File: src/rtl/div_seq.sv
// Multi-cycle radix-2 restoring divider for DIV/DIVU. It produces the quotient (LO) and remainder (HI)
// 33 edges after an accepted start. Operands are captured at start, so the inputs may change during a run.
module div_seq #(
  parameter int WIDTH = 32,
  parameter int CNT_W = 6
) (
  input  logic             clk,
  input  logic             reset,
  input  logic             start,
  input  logic             is_signed,
  input  logic [WIDTH-1:0] dividend,
  input  logic [WIDTH-1:0] divisor,
  output logic             busy,
  output logic             done,
  output logic [WIDTH-1:0] quotient,
  output logic [WIDTH-1:0] remainder,
  output logic             div_zero,
  output logic [1:0]       dbg_state
);

  // Handshake: start is accepted only on an edge where busy=0, and that
  // includes the done cycle. busy stays high from the accept edge until
  // results are written. done is a one-cycle pulse after results update.
  // start while busy=1 is ignored.
  typedef enum logic [1:0] {
    S_IDLE = 2'd0,
    S_RUN  = 2'd1,
    S_FIX  = 2'd2
  } state_t;

  state_t             state_q, state_d;
  logic [WIDTH-1:0]   rem_q, rem_d;
  logic [WIDTH-1:0]   quo_q, quo_d;
  logic [WIDTH-1:0]   dvs_q, dvs_d;
  logic [WIDTH-1:0]   dd_q, dd_d;
  logic [CNT_W-1:0]   cnt_q, cnt_d;
  logic               q_neg_q, q_neg_d;
  logic               r_neg_q, r_neg_d;
  logic               zero_q, zero_d;
  logic [WIDTH-1:0]   quotient_q, quotient_d;
  logic [WIDTH-1:0]   remainder_q, remainder_d;
  logic               div_zero_q, div_zero_d;
  logic               done_q, done_d;

  logic               sd, ss;
  logic [WIDTH-1:0]   dd_mag, dvs_mag;
  logic [WIDTH:0]     shifted;
  logic               trial_ge;
  logic [WIDTH-1:0]   trial_diff;

  always_comb begin
    sd      = is_signed & dividend[WIDTH-1];
    ss      = is_signed & divisor[WIDTH-1];
    dd_mag  = sd ? (~dividend + 1'b1) : dividend;
    dvs_mag = ss ? (~divisor + 1'b1) : divisor;
  end

  // The shifted partial remainder is WIDTH+1 bits wide. If its top bit is set,
  // it already exceeds any WIDTH-bit divisor, and the difference still fits in WIDTH bits.
  always_comb begin
    shifted    = {rem_q, quo_q[WIDTH-1]};
    trial_ge   = shifted[WIDTH] | (shifted[WIDTH-1:0] >= dvs_q);
    trial_diff = shifted[WIDTH-1:0] - dvs_q;
  end

  always_comb begin
    state_d     = state_q;
    rem_d       = rem_q;
    quo_d       = quo_q;
    dvs_d       = dvs_q;
    dd_d        = dd_q;
    cnt_d       = cnt_q;
    q_neg_d     = q_neg_q;
    r_neg_d     = r_neg_q;
    zero_d      = zero_q;
    quotient_d  = quotient_q;
    remainder_d = remainder_q;
    div_zero_d  = div_zero_q;
    done_d      = 1'b0;
    case (state_q)
      S_IDLE: begin
        if (start) begin
          dvs_d   = dvs_mag;
          quo_d   = dd_mag;
          dd_d    = dividend;
          rem_d   = '0;
          cnt_d   = '0;
          q_neg_d = sd ^ ss;
          r_neg_d = sd;
          zero_d  = (divisor == '0);
          state_d = S_RUN;
        end
      end
      S_RUN: begin
        if (trial_ge) begin
          rem_d = trial_diff;
          quo_d = {quo_q[WIDTH-2:0], 1'b1};
        end else begin
          rem_d = shifted[WIDTH-1:0];
          quo_d = {quo_q[WIDTH-2:0], 1'b0};
        end
        cnt_d = cnt_q + 1'b1;
        if (cnt_q == CNT_W'(WIDTH - 1)) begin
          state_d = S_FIX;
        end
      end
      S_FIX: begin
        if (zero_q) begin
          quotient_d  = '1;
          remainder_d = dd_q;
          div_zero_d  = 1'b1;
        end else begin
          quotient_d  = q_neg_q ? (~quo_q + 1'b1) : quo_q;
          remainder_d = r_neg_q ? (~rem_q + 1'b1) : rem_q;
          div_zero_d  = 1'b0;
        end
        done_d  = 1'b1;
        state_d = S_IDLE;
      end
      default: state_d = S_IDLE;
    endcase
  end

  always_ff @(posedge clk) begin
    if (reset) begin
      state_q     <= S_IDLE;
      rem_q       <= '0;
      quo_q       <= '0;
      dvs_q       <= '0;
      dd_q        <= '0;
      cnt_q       <= '0;
      q_neg_q     <= 1'b0;
      r_neg_q     <= 1'b0;
      zero_q      <= 1'b0;
      quotient_q  <= '0;
      remainder_q <= '0;
      div_zero_q  <= 1'b0;
      done_q      <= 1'b0;
    end else begin
      state_q     <= state_d;
      rem_q       <= rem_d;
      quo_q       <= quo_d;
      dvs_q       <= dvs_d;
      dd_q        <= dd_d;
      cnt_q       <= cnt_d;
      q_neg_q     <= q_neg_d;
      r_neg_q     <= r_neg_d;
      zero_q      <= zero_d;
      quotient_q  <= quotient_d;
      remainder_q <= remainder_d;
      div_zero_q  <= div_zero_d;
      done_q      <= done_d;
    end
  end

  assign busy      = (state_q != S_IDLE);
  assign done      = done_q;
  assign quotient  = quotient_q;
  assign remainder = remainder_q;
  assign div_zero  = div_zero_q;
  assign dbg_state = state_q;

endmodule

File: config.mk
export PLATFORM = sky130hd
export DESIGN_NAME = div_seq
export DESIGN_NICKNAME = d
export VERILOG_FILES = /design/src/rtl/div_seq.sv
export SDC_FILE = /design/constraint.sdc
export NUM_CORES = 1
export LEC_CHECK = 0
export BUFFER_PORTS_ARGS = -buffer_cell sky130_fd_sc_hd__buf_4
export CAP_MARGIN = 20
export CORE_MARGIN = 2
export CORE_UTILIZATION = 45
export CTS_BUF_LIST = sky130_fd_sc_hd__clkbuf_4 sky130_fd_sc_hd__clkbuf_8 sky130_fd_sc_hd__clkbuf_16
export DETAILED_ROUTE_END_ITERATION = 10
export GPL_TIMING_DRIVEN = 0
export PLACE_DENSITY = 0.64
export SYNTH_ARGS = -nofsm -noshare
export SYNTH_HDL_FRONTEND = slang
export SYNTH_SLANG_ARGS = --single-unit
export TNS_END_PERCENT = 50
File: constraint.sdc
create_clock -name clk -period 4.7 [get_ports clk]
set_input_delay 0.94 -clock clk [delete_from_list [all_inputs] [get_ports clk]]
set_output_delay 0.94 -clock clk [all_outputs]
set_load 0.05 [all_outputs]
==> out/qor.yml, run 1 <==
setup_path:
  worst_path_max_delay_cell: "o21ai_0"
  path_buf_inv: 1
  endpoint_kind: "flop"
  critical-path-top-delay-family: "compound AO/OA/AOI/OAI gates"
  start_kind: "flop"
  required_ns: 5.10
  arrival_ns: 4.21
  max_stage_delay_ns: 0.57
  crit_path_cell_trace: "inv_1 -> ha_1 -> fa_1 -> nand2b_1 -> a211oi_1 -> nor2_1 -> o31ai_2 -> a21boi_0 -> o21ai_0 -> a41oi_1 -> a221oi_1 -> o21ai_0"
  path_class: "flop to flop"
  path_common_cell: "o21ai_0"
  critPathMaxFanout: 5
synth:
  yosysSeqAreaShare_pct: 34.4
  synth_area_per_cell_um2: 7.78
  yosys.area.top_type: "dfxtp_1"
  synth_seq_cells: 205
  synthTopCellsByArea: "dfxtp_1, nand2_1, a21oi_1, xor2_1, xnor2_1"
  synth_cells: 1536
  synth_cell_types: 64
  syn_area_um2: 11900
  ys.flop_type: "dfxtp_1"
  yosysTopAreaCellShare_pct: 34.4
  synth_edf_count: 0
  yosysWarnings: 0
  synthArstFlopShare_pct: 0
  synthesis.nets: 1642
clock_network:
  cts_htree_levels: 1
  numCtsBuffers: 23
  cts_root_buffer: "clkbuf_16"
  ctsResizeCount: 0
  cts_hold_buf: 0
  worstSkewPairLatency_ns: 0.54
  cts_num_sinks: 205
  clockBufferDepth: 3
  cts_tree: "done"
  post_cts_buffers: 0
  clkTransAtPathRegs_ns: 0.06
route:
  postRouteWirelength_um: 38100
  viasPerCell: 5.75
  wl_per_cell_um: 18.6
  vias: 11800
  firstDrtPassIters: 5
  drtIter0Drc: 1058
  drcViolationCount: 0
  drtAntennaViolNets: 0
power_and_ir_drop:
  comb_power_share_pct: 24.2
  p_sw_mw: 1.60
  ir_drop_v: 0.000306
  pwr_density_cell_nw_per_um2: 355
  p_sw_share_pct: 31.8
  seqPwrFrac_pct: 38.3
  p_clk_share_pct: 37.6
  intPower_mw: 3.43
  power_leakage_nw: 5.64
flow_run:
  cap_viol_max_count: 0
timing:
  fin_skew_ns: 0.0256
  worst_pin_slew_ns: 0.873
  fmax_mhz: 263
  drv_slew: 0
  setup_violations: 0
  maxSlewHeadroom_pct: 41.8
  finalHoldViolCount: 0
  rsz0062_at_grt: "false"
  finalCritPeriodShare_pct: 81.1
  timing.setup.tns_ns: 0
  fin_crit_ns: 3.81
finish:
  drive_above_1_share_pct: 12.0
  area_delta_synth_final_pct: 18.8
  final_cells: 2048
  nFillCells: 2598
  diodes: 0
  layout_commonest_cell: "nand2_1"
  final_area_um2: 14200
  layout_common_cells: "nand2_1, dfxtp_1, a21oi_1"
  nNetsFinal: 1803
floorplanning:
  initial_utilization_pct: 45.8
  die_w_um: 167
  core_area_um2: 26100
  die_area_um2: 27900
  dieHeight_um: 167
  rows: 59
  ioPinCount: 137
place:
  gp_congestion: 0.917
  place_area_um2: 13400
  portBuffers: 136
  post-place-cells: 2007
  dp_hpwl_um: 29500
global_route:
  grt_pass1_vias: 10700
  overflow: 0
  grt_pass1_wl_um: 59800
  grt_max_degree: 13
  antenna_found_initial: 0
  gr-usage-all-layers_pct: 26.5
min_path:
  hold_path_class: "flop to flop"
run_status:
  status: "finished, final reports clean"
-- metrics by stage --
| stage | total power, mW | hold WS, ns | util, % | setup WS (ns) |
|---|---|---|---|---|
| after floorplan | 2.80 | 0.432 | - | 1.50 |
| after global placement | 3.14 | 0.444 | 51.4 | 0.956 |
| after detailed placement | 3.15 | 0.449 | 51.4 | 0.910 |
| after CTS | 5.04 | 0.458 | 54.4 | 0.936 |
| after global routing | 5.26 | 0.476 | 54.4 | 0.691 |
| final | 5.03 | 0.456 | 54.4 | 0.891 |
-- final timing paths --
check | from | endpoint | slack (ns) | cells past startpoint
worst max-delay path | quo_q[31]$_SDFFE_PP0P_ | rem_q[30]$_SDFFE_PP0P_ | 0.89 | 12
worst min-delay path | dd_q[15]$_SDFFE_PP0P_ | dd_q[15]$_SDFFE_PP0P_ | 0.46 | 2
worst max register to register | quo_q[31]$_SDFFE_PP0P_ | rem_q[30]$_SDFFE_PP0P_ | 0.89 | 12
worst min register to register | dd_q[15]$_SDFFE_PP0P_ | dd_q[15]$_SDFFE_PP0P_ | 0.46 | 2
-- Yosys cell counts, types with 3 or more instances --
cell type	instances
and3_1	6
o211ai_1	25
a221oi_1	4
nand2b_1	13
buf_4	3
o21bai_1	4
o41ai_1	17
xnor2_1	64
o31ai_1	28
and2_1	10
o21ai_1	3
inv_1	46
buf_1	9
o2bb2a_1	3
a211oi_1	38
nand3_1	14
nand2_1	258
nand4_1	9
a221o_1	3
a22o_1	3
o21ai_0	83
nor4_1	11
a21oi_1	148
nor2_1	131
xor2_1	79
ha_1	37
a22oi_1	29
mux2i_1	28
nand3b_1	4
nor2b_1	10
dfxtp_1	205
mux2_2	3
or2_2	3
o22ai_1	26
clkbuf_1	82
a21o_1	19
or3_1	12
a311oi_1	9
or4_1	10
a31oi_1	7
nor3_1	13
-- per-layer routing --
metal | share of wire [%] | wire [µm] | track usage, %
met1 | 48 | 18400 | 39.6
met2 | 43 | 16400 | 40.5
met3 | 7.1 | 2700 | 3.59
met4 | 1.8 | 680 | 5.62
met5 | 0 | 0 | 0
-- final cells by class --
| type | count | area, µm² | share of cell area [%] |
|---|---|---|---|
| plain buffers | 94 | 364 | 2.57 |
| well taps | 335 | 419 | 2.96 |
| multi-input cells | 1190 | 7300 | 51.5 |
| flip-flops and latches | 205 | 4100 | 28.9 |
| clock inverters | 4 | 62.6 | 0.441 |
| inverters | 47 | 176 | 1.24 |
| clock buffers | 37 | 737 | 5.20 |
| repair buffers | 136 | 1020 | 7.20 |
-- worst register-to-register path, stage by stage (launching register included) --
cell      delay (ns)
dfxtp_1         0.37
inv_1           0.11
ha_1            0.25
fa_1            0.40
nand2b_1        0.18
a211oi_1        0.27
nor2_1          0.12
o31ai_2         0.45
a21boi_0        0.24
o21ai_0         0.57
a41oi_1         0.25
a221oi_1        0.33
o21ai_0         0.12
-- registers in the layout (all words and copies together) (netlist names) --
signal     cells
rem_q         32
cnt_q          6
div_zero       1
zero_q         1
remainder     32
q_neg_q        1
dd_q          32
r_neg_q        1
dbg_state      2
dvs_q         32
done           1
quo_q         32
quotient      32
-- kinds of logic after synthesis --
| logic type | count (synthesis) | share of synthesized area [%] |
|---|---|---|
| XOR/XNOR | 143 | 10.5 |
| multiplexers | 31 | 2.63 |
| AND/OR/NAND/NOR | 518 | 19.4 |
| AO/OA/AOI/OAI | 460 | 24.6 |
| flip-flops | 205 | 34.4 |
| adder cells (fa/ha/maj) | 38 | 4.04 |
| buffers and inverters | 141 | 4.53 |
-- power groups by stage --
stage                     Combinational [mW]  Sequential [mW]  Clock [mW]
after floorplan                        0.874             1.92           0
after global routing                    1.34             1.93        1.99
after CTS                               1.20             1.92        1.92
after global placement                  1.18             1.96           0
after detailed placement                1.19             1.96           0
final                                   1.22             1.93        1.89
(Power assumes the default switching activity.)
==> inputs of run 2 (changes only) <==
==> constraint.sdc (replaced) <==
create_clock -name clk -period 3.81 [get_ports clk]
set_input_delay 0.762 -clock clk [delete_from_list [all_inputs] [get_ports clk]]
set_output_delay 0.762 -clock clk [all_outputs]
set_load 0.05 [all_outputs]
==> out/qor.yml, run 2 (synthesized netlist as in run 1, its figures left out) <==
timing:
  rsz0062_at_grt: "false"  # unchanged
  finalHoldViolCount: 0  # unchanged
  fmax_mhz: 276  # was 263 MHz
  maxSlewHeadroom_pct: 41.2  # was 41.8%
  finalCritPeriodShare_pct: 95.0  # was 81.1%
  worst_pin_slew_ns: 0.883  # was 0.873 ns
  setup_violations: 0  # unchanged
  fin_crit_ns: 3.62  # was 3.81 ns
  timing.setup.tns_ns: 0  # unchanged
  drv_slew: 0  # unchanged
  fin_skew_ns: 0.0249  # was 0.0256 ns
global_route:
  grt_pass1_wl_um: 59800  # unchanged
  grt_max_degree: 13  # unchanged
  antenna_found_initial: 0  # unchanged
  grt_pass1_vias: 10700  # unchanged
  overflow: 0  # unchanged
  gr-usage-all-layers_pct: 26.5  # unchanged
finish:
  regArea_um2: 4100  # unchanged
  final_util_pct: 54.5  # was 54.4%
  diodes: 0  # unchanged
  multi_input_area_um2: 7310  # was 7300 µm²
  area_delta_synth_final_pct: 18.8  # about the same
  nNetsFinal: 1803  # unchanged
  nFillCells: 2598  # unchanged
  drive_above_1_share_pct: 12.0  # unchanged
  layout_commonest_cell: "nand2_1"  # unchanged
  layout_common_cells: "nand2_1, dfxtp_1, a21oi_1"  # unchanged
floorplanning:
  rows: 59  # unchanged
  core_area_um2: 26100  # unchanged
  dieHeight_um: 167  # unchanged
  initial_utilization_pct: 45.8  # unchanged
  die_area_um2: 27900  # unchanged
  die_w_um: 167  # unchanged
  ioPinCount: 137  # unchanged
setup_path:
  crit_start: "quo_q[31]$_SDFFE_PP0P_"  # unchanged
  r2r-end: "rem_q[9]$_SDFFE_PP0P_"  # was rem_q[30]$_SDFFE_PP0P_
  path_class: "flop to flop"  # unchanged
  endpoint_kind: "flop"  # unchanged
  rr_worst_depth: 13  # was 12
  r2r_slack_ns: 0.19  # was 0.89 ns
  required_ns: 4.20  # was 5.10 ns
  arrival_ns: 4.01  # was 4.21 ns
  critPathMaxFanout: 10  # was 5
  worst_r2r_startpoint: "quo_q[31]$_SDFFE_PP0P_"  # unchanged
  endpoint: "rem_q[9]$_SDFFE_PP0P_"  # was rem_q[30]$_SDFFE_PP0P_
  start_kind: "flop"  # unchanged
route:
  postRouteWirelength_um: 38200  # was 38,100 µm
  firstDrtPassIters: 5  # unchanged
  drtAntennaViolNets: 0  # unchanged
  drcViolationCount: 0  # unchanged
  wl_per_cell_um: 18.6  # about the same
  viasPerCell: 5.74  # was 5.75
  vias: 11800  # about the same
  drtIter0Drc: 1000  # was 1,058
min_path:
  hold_path_class: "flop to flop"  # unchanged
flow_run:
  cap_viol_max_count: 0  # unchanged
place:
  portBuffers: 136  # unchanged
  dp_hpwl_um: 29500  # unchanged
  gp_congestion: 0.917  # unchanged
clock_network:
  post_cts_buffers: 0  # unchanged
  ctsResizeCount: 0  # unchanged
  clockBufferDepth: 3  # unchanged
  worstSkewPairLatency_ns: 0.54  # about the same
  cts_root_buffer: "clkbuf_16"  # unchanged
  cts_hold_buf: 0  # unchanged
  cts_num_sinks: 205  # unchanged
  cts_tree: "done"  # unchanged
  cts_htree_levels: 1  # unchanged
  clkTransAtPathRegs_ns: 0.06  # about the same
  numCtsBuffers: 23  # unchanged
power_and_ir_drop:
  power_leakage_nw: 5.64  # about the same
  ir_drop_v: 0.000377  # was 0.000306 V
  pwr_density_cell_nw_per_um2: 438  # was 355 nW/µm²
  power_mw: 6.21  # was 5.03 mW
run_status:
  status: "finished, final reports clean"  # unchanged
-- run 2: cell counts in the layout (fill, tap and decap cells not counted) --
No cell type changed its count.
-- run 2: critical path: stages, from the launching register on --
cell,delay (ns)
dfxtp_1,0.37
inv_1,0.11
ha_1,0.25
fa_1,0.40
nand2b_1,0.18
a211oi_1,0.28
nor2_1,0.15
o31ai_4,0.36
o21ai_0,0.16
o211a_1,0.20
o31ai_4,0.39
buf_4,0.31
mux2i_1,0.21
o21ai_0,0.08
-- run 2: routing by layer --
| metal | GRT usage, % | routed length, µm |
|---|---|---|
| met5 | 0 | 0 |
| met4 | 5.62 | 684 |
| met3 | 3.59 | 2670 |
| met2 | 40.5 | 16300 |
| met1 | 39.6 | 18500 |
-- run 2: final cells by class --
| cell class | instances | area share, % |
|---|---|---|
| Multi-Input combinational cell | 1190 | 51.5 |
| Sequential cell | 205 | 28.9 |
| Timing Repair Buffer | 136 | 7.19 |
| Clock buffer | 37 | 5.19 |
| Tap cell | 335 | 2.95 |
| Buffer | 94 | 2.57 |
| Inverter | 47 | 1.24 |
| Clock inverter | 4 | 0.441 |
-- run 2: how the worst min path moves through the flow --
stage | end | start | slack [ns] | depth (start not counted)
6_report | remainder[7]$_SDFFE_PP0P_ | remainder[7]$_SDFFE_PP0P_ | 0.46 | 2
5_1_grt | dd_q[1]$_SDFFE_PP0P_ | dd_q[1]$_SDFFE_PP0P_ | 0.48 | 2
4_1_cts | dd_q[1]$_SDFFE_PP0P_ | dd_q[1]$_SDFFE_PP0P_ | 0.46 | 2
3_5_place_dp | remainder[26]$_SDFFE_PP0P_ | remainder[26]$_SDFFE_PP0P_ | 0.45 | 2
3_3_place_gp | dd_q[20]$_SDFFE_PP0P_ | dd_q[20]$_SDFFE_PP0P_ | 0.44 | 2
2_1_floorplan | dvs_q[31]$_SDFFE_PP0P_ | dvs_q[31]$_SDFFE_PP0P_ | 0.43 | 2
-- run 2: where the power goes --
| part | total (mW) | switching (mW) | internal (mW) |
|---|---|---|---|
| clock network | 2.33 | 0.935 | 1.40 |
| logic | 1.50 | 0.912 | 0.593 |
| registers | 2.38 | 0.129 | 2.25 |
-- run 2: per-stage QoR --
step | instance area, µm² | hold WS (ns) | setup WS (ns) | cells
after detailed placement | 13400 | 0.449 | 0.0831 | 2007
after global routing | 14200 | 0.476 | 0.00231 | 2048
after floorplan | 11900 | 0.432 | 0.761 | 1536
after global placement | 13400 | 0.444 | 0.0695 | 2007
after CTS | 14200 | 0.458 | 0.0463 | 2048
final | 14200 | 0.457 | 0.192 | 2048
==> inputs of run 3 (changes only) <==
--- a/config.mk
+++ b/config.mk
@@ -12,7 +12,7 @@
 export CTS_BUF_LIST = sky130_fd_sc_hd__clkbuf_4 sky130_fd_sc_hd__clkbuf_8 sky130_fd_sc_hd__clkbuf_16
 export DETAILED_ROUTE_END_ITERATION = 10
 export GPL_TIMING_DRIVEN = 0
-export PLACE_DENSITY = 0.64
+export PLACE_DENSITY = 0.67
 export SYNTH_ARGS = -nofsm -noshare
 export SYNTH_HDL_FRONTEND = slang
 export SYNTH_SLANG_ARGS = --single-unit
==> out/qor.yml, run 3 (synthesized netlist as in run 1, its figures left out) <==
run_status:
  status: "finished, final reports clean"  # unchanged
clock_network:
  cts_tree: "done"  # unchanged
  numCtsBuffers: 23  # unchanged
  cts_num_sinks: 205  # unchanged
  clkTransAtPathRegs_ns: 0.06  # about the same
  cts_htree_levels: 1  # unchanged
  worstSkewPairLatency_ns: 0.54  # about the same
  cts_root_buffer: "clkbuf_16"  # unchanged
  clockBufferDepth: 3  # unchanged
setup_path:
  path_buf_inv: 1  # was 2
  endpoint_kind: "flop"  # unchanged
  path_class: "flop to flop"  # unchanged
  crit_path_cell_trace: "inv_1 -> ha_1 -> fa_1 -> nand2b_1 -> a211oi_1 -> nor2_1 -> o31ai_4 -> a21boi_0 -> o21ai_1 -> a41oi_1 -> a221oi_1 -> o21ai_0"  # was inv_1 -> ha_1 -> fa_1 -> nand2b_1 -> a211oi_1 -> nor2_1 -> o31ai_4 -> o21ai_0 -> o211a_1 -> o31ai_4 -> buf_4 -> mux2i_1 -> o21ai_0
  critPathMaxFanout: 5  # was 10
  required_ns: 4.22  # was 4.20 ns
  arrival_ns: 3.92  # was 4.01 ns
  max_stage_delay_ns: 0.41  # was 0.40 ns
  start_kind: "flop"  # unchanged
  critical-path-top-delay-family: "compound AO/OA/AOI/OAI gates"  # unchanged
  worst_path_max_delay_cell: "fa_1"  # unchanged
  r2r_slack_ns: 0.30  # was 0.19 ns
timing:
  worst_pin_slew_ns: 0.907  # was 0.883 ns
  rsz0062_at_grt: "false"  # unchanged
  maxSlewHeadroom_pct: 39.5  # was 41.2%
  setup_ws_ns: 0.297  # was 0.192 ns
  fmax_mhz: 285  # was 276 MHz
  setup_violations: 0  # unchanged
  finalHoldViolCount: 0  # unchanged
  fin_crit_ns: 3.51  # was 3.62 ns
  timing.setup.tns_ns: 0  # unchanged
  finalCritPeriodShare_pct: 92.2  # was 95.0%
  drv_slew: 0  # unchanged
  fin_skew_ns: 0.0217  # was 0.0249 ns
finish:
  layout_common_cells: "nand2_1, dfxtp_1, a21oi_1"  # unchanged
  nFillCells: 2625  # was 2,598
  diodes: 0  # unchanged
  layout_commonest_cell: "nand2_1"  # unchanged
  nNetsFinal: 1806  # was 1,803
  drive_above_1_share_pct: 12.0  # unchanged
  regArea_um2: 4100  # unchanged
  multi_input_area_um2: 7310  # unchanged
  area_delta_synth_final_pct: 18.2  # was 18.8%
power_and_ir_drop:
  ir_drop_v: 0.000349  # was 0.000377 V
  power_leakage_nw: 5.62  # was 5.64 nW
  pwr_density_cell_nw_per_um2: 427  # was 438 nW/µm²
route:
  firstDrtPassIters: 5  # unchanged
  postRouteWirelength_um: 38000  # was 38,200 µm
  dr.max_layer_used: "met4"  # unchanged
  wl_met3_um: 3050  # was 2670 µm
  wl_met2_um: 16300  # about the same
  vias: 11800  # about the same
  viasPerCell: 5.78  # was 5.74
  drtAntennaViolNets: 0  # unchanged
  wl_met1_um: 17900  # was 18,500 µm
  drcViolationCount: 0  # unchanged
  wl_per_cell_um: 18.6  # about the same
  drtIter0Drc: 1110  # was 1,000
floorplanning:
  rows: 59  # unchanged
  die_area_um2: 27900  # unchanged
  die_w_um: 167  # unchanged
  core_area_um2: 26100  # unchanged
  dieHeight_um: 167  # unchanged
  initial_utilization_pct: 45.8  # unchanged
  ioPinCount: 137  # unchanged
place:
  gp_congestion: 0.948  # was 0.917
  portBuffers: 136  # unchanged
  dp_hpwl_um: 29600  # was 29,500 µm
  place_ws_ns: 0.0373  # was 0.0831 ns
global_route:
  gr-usage-all-layers_pct: 26.7  # was 26.5%
  grt_pass1_vias: 10900  # was 10.7k
  grt_max_degree: 14  # was 13
  antenna_found_initial: 0  # unchanged
  overflow: 0  # unchanged
  grt_pass1_wl_um: 60300  # was 59,800 µm
flow_run:
  cap_viol_max_count: 0  # unchanged
min_path:
  hold_path_class: "flop to flop"  # unchanged
[run 3: cell count changes in the layout (fill, tap and decap cells not counted)]
cell        before  now
clkbuf_4         5    4
bufinv_16        1    0
clkbuf_8         9    3
clkinvlp_4       1    0
clkinv_2         1    7
buf_4          139  142
[run 3: worst paths after layout]
check	startpoint	depth (start not counted)	endpoint
max	quo_q[31]$_SDFFE_PP0P_	12	rem_q[30]$_SDFFE_PP0P_
min	dvs_q[31]$_SDFFE_PP0P_	2	dvs_q[31]$_SDFFE_PP0P_
max reg2reg	quo_q[31]$_SDFFE_PP0P_	12	rem_q[30]$_SDFFE_PP0P_
min reg2reg	dvs_q[31]$_SDFFE_PP0P_	2	dvs_q[31]$_SDFFE_PP0P_
[run 3: cell type report]
cell class,instances,area share [%]
tap,335,2.97
clock buffer,30,4.58
multi-input combinational,1190,51.8
buffer,94,2.58
timing repair buffer,139,7.39
clock inverter,8,0.390
inverter,47,1.25
sequential,205,29.1
[run 3: per-layer routing]
layer | vias up | track usage, %
met5 | - | 0
met4 | 0 | 5.92
met3 | 58 | 4.59
met2 | 437 | 40.7
met1 | 5580 | 39.4
li1 | 5772 | -
[run 3: per-stage QoR]
step	hold WS [ns]	instances	total power [mW]	util [%]	area, µm²
3_5_place_dp	0.445	2007	3.89	51.4	13400
6_report	0.454	2048	6.02	54.2	14100
3_3_place_gp	0.445	2007	3.87	51.4	13400
5_1_grt	0.473	2048	6.32	54.2	14100
2_1_floorplan	0.432	1536	3.45	-	11900
4_1_cts	0.455	2045	6.00	54.1	14100
[run 3: where the power goes]
group	switching (mW)	internal [mW]
Combinational	0.916	0.607
Clock	0.930	1.20
Sequential	0.129	2.25
Total	1.98	4.05
[run 3: worst register-to-register path, delay by kind of cell (launching register included)]
kind | cells | cell delay, ns
adder cells (fa/ha/maj) | 2 | 0.66
AND/OR/NAND/NOR | 2 | 0.32
buffers and inverters | 1 | 0.12
AO/OA/AOI/OAI | 7 | 1.91
flip-flops | 1 | 0.37
[run 3: timing repair]
action	CTS	global route
gates resized for setup	0	2
hold buffers	0	0
setup buffers	0	3
setup endpoints to repair	0	32
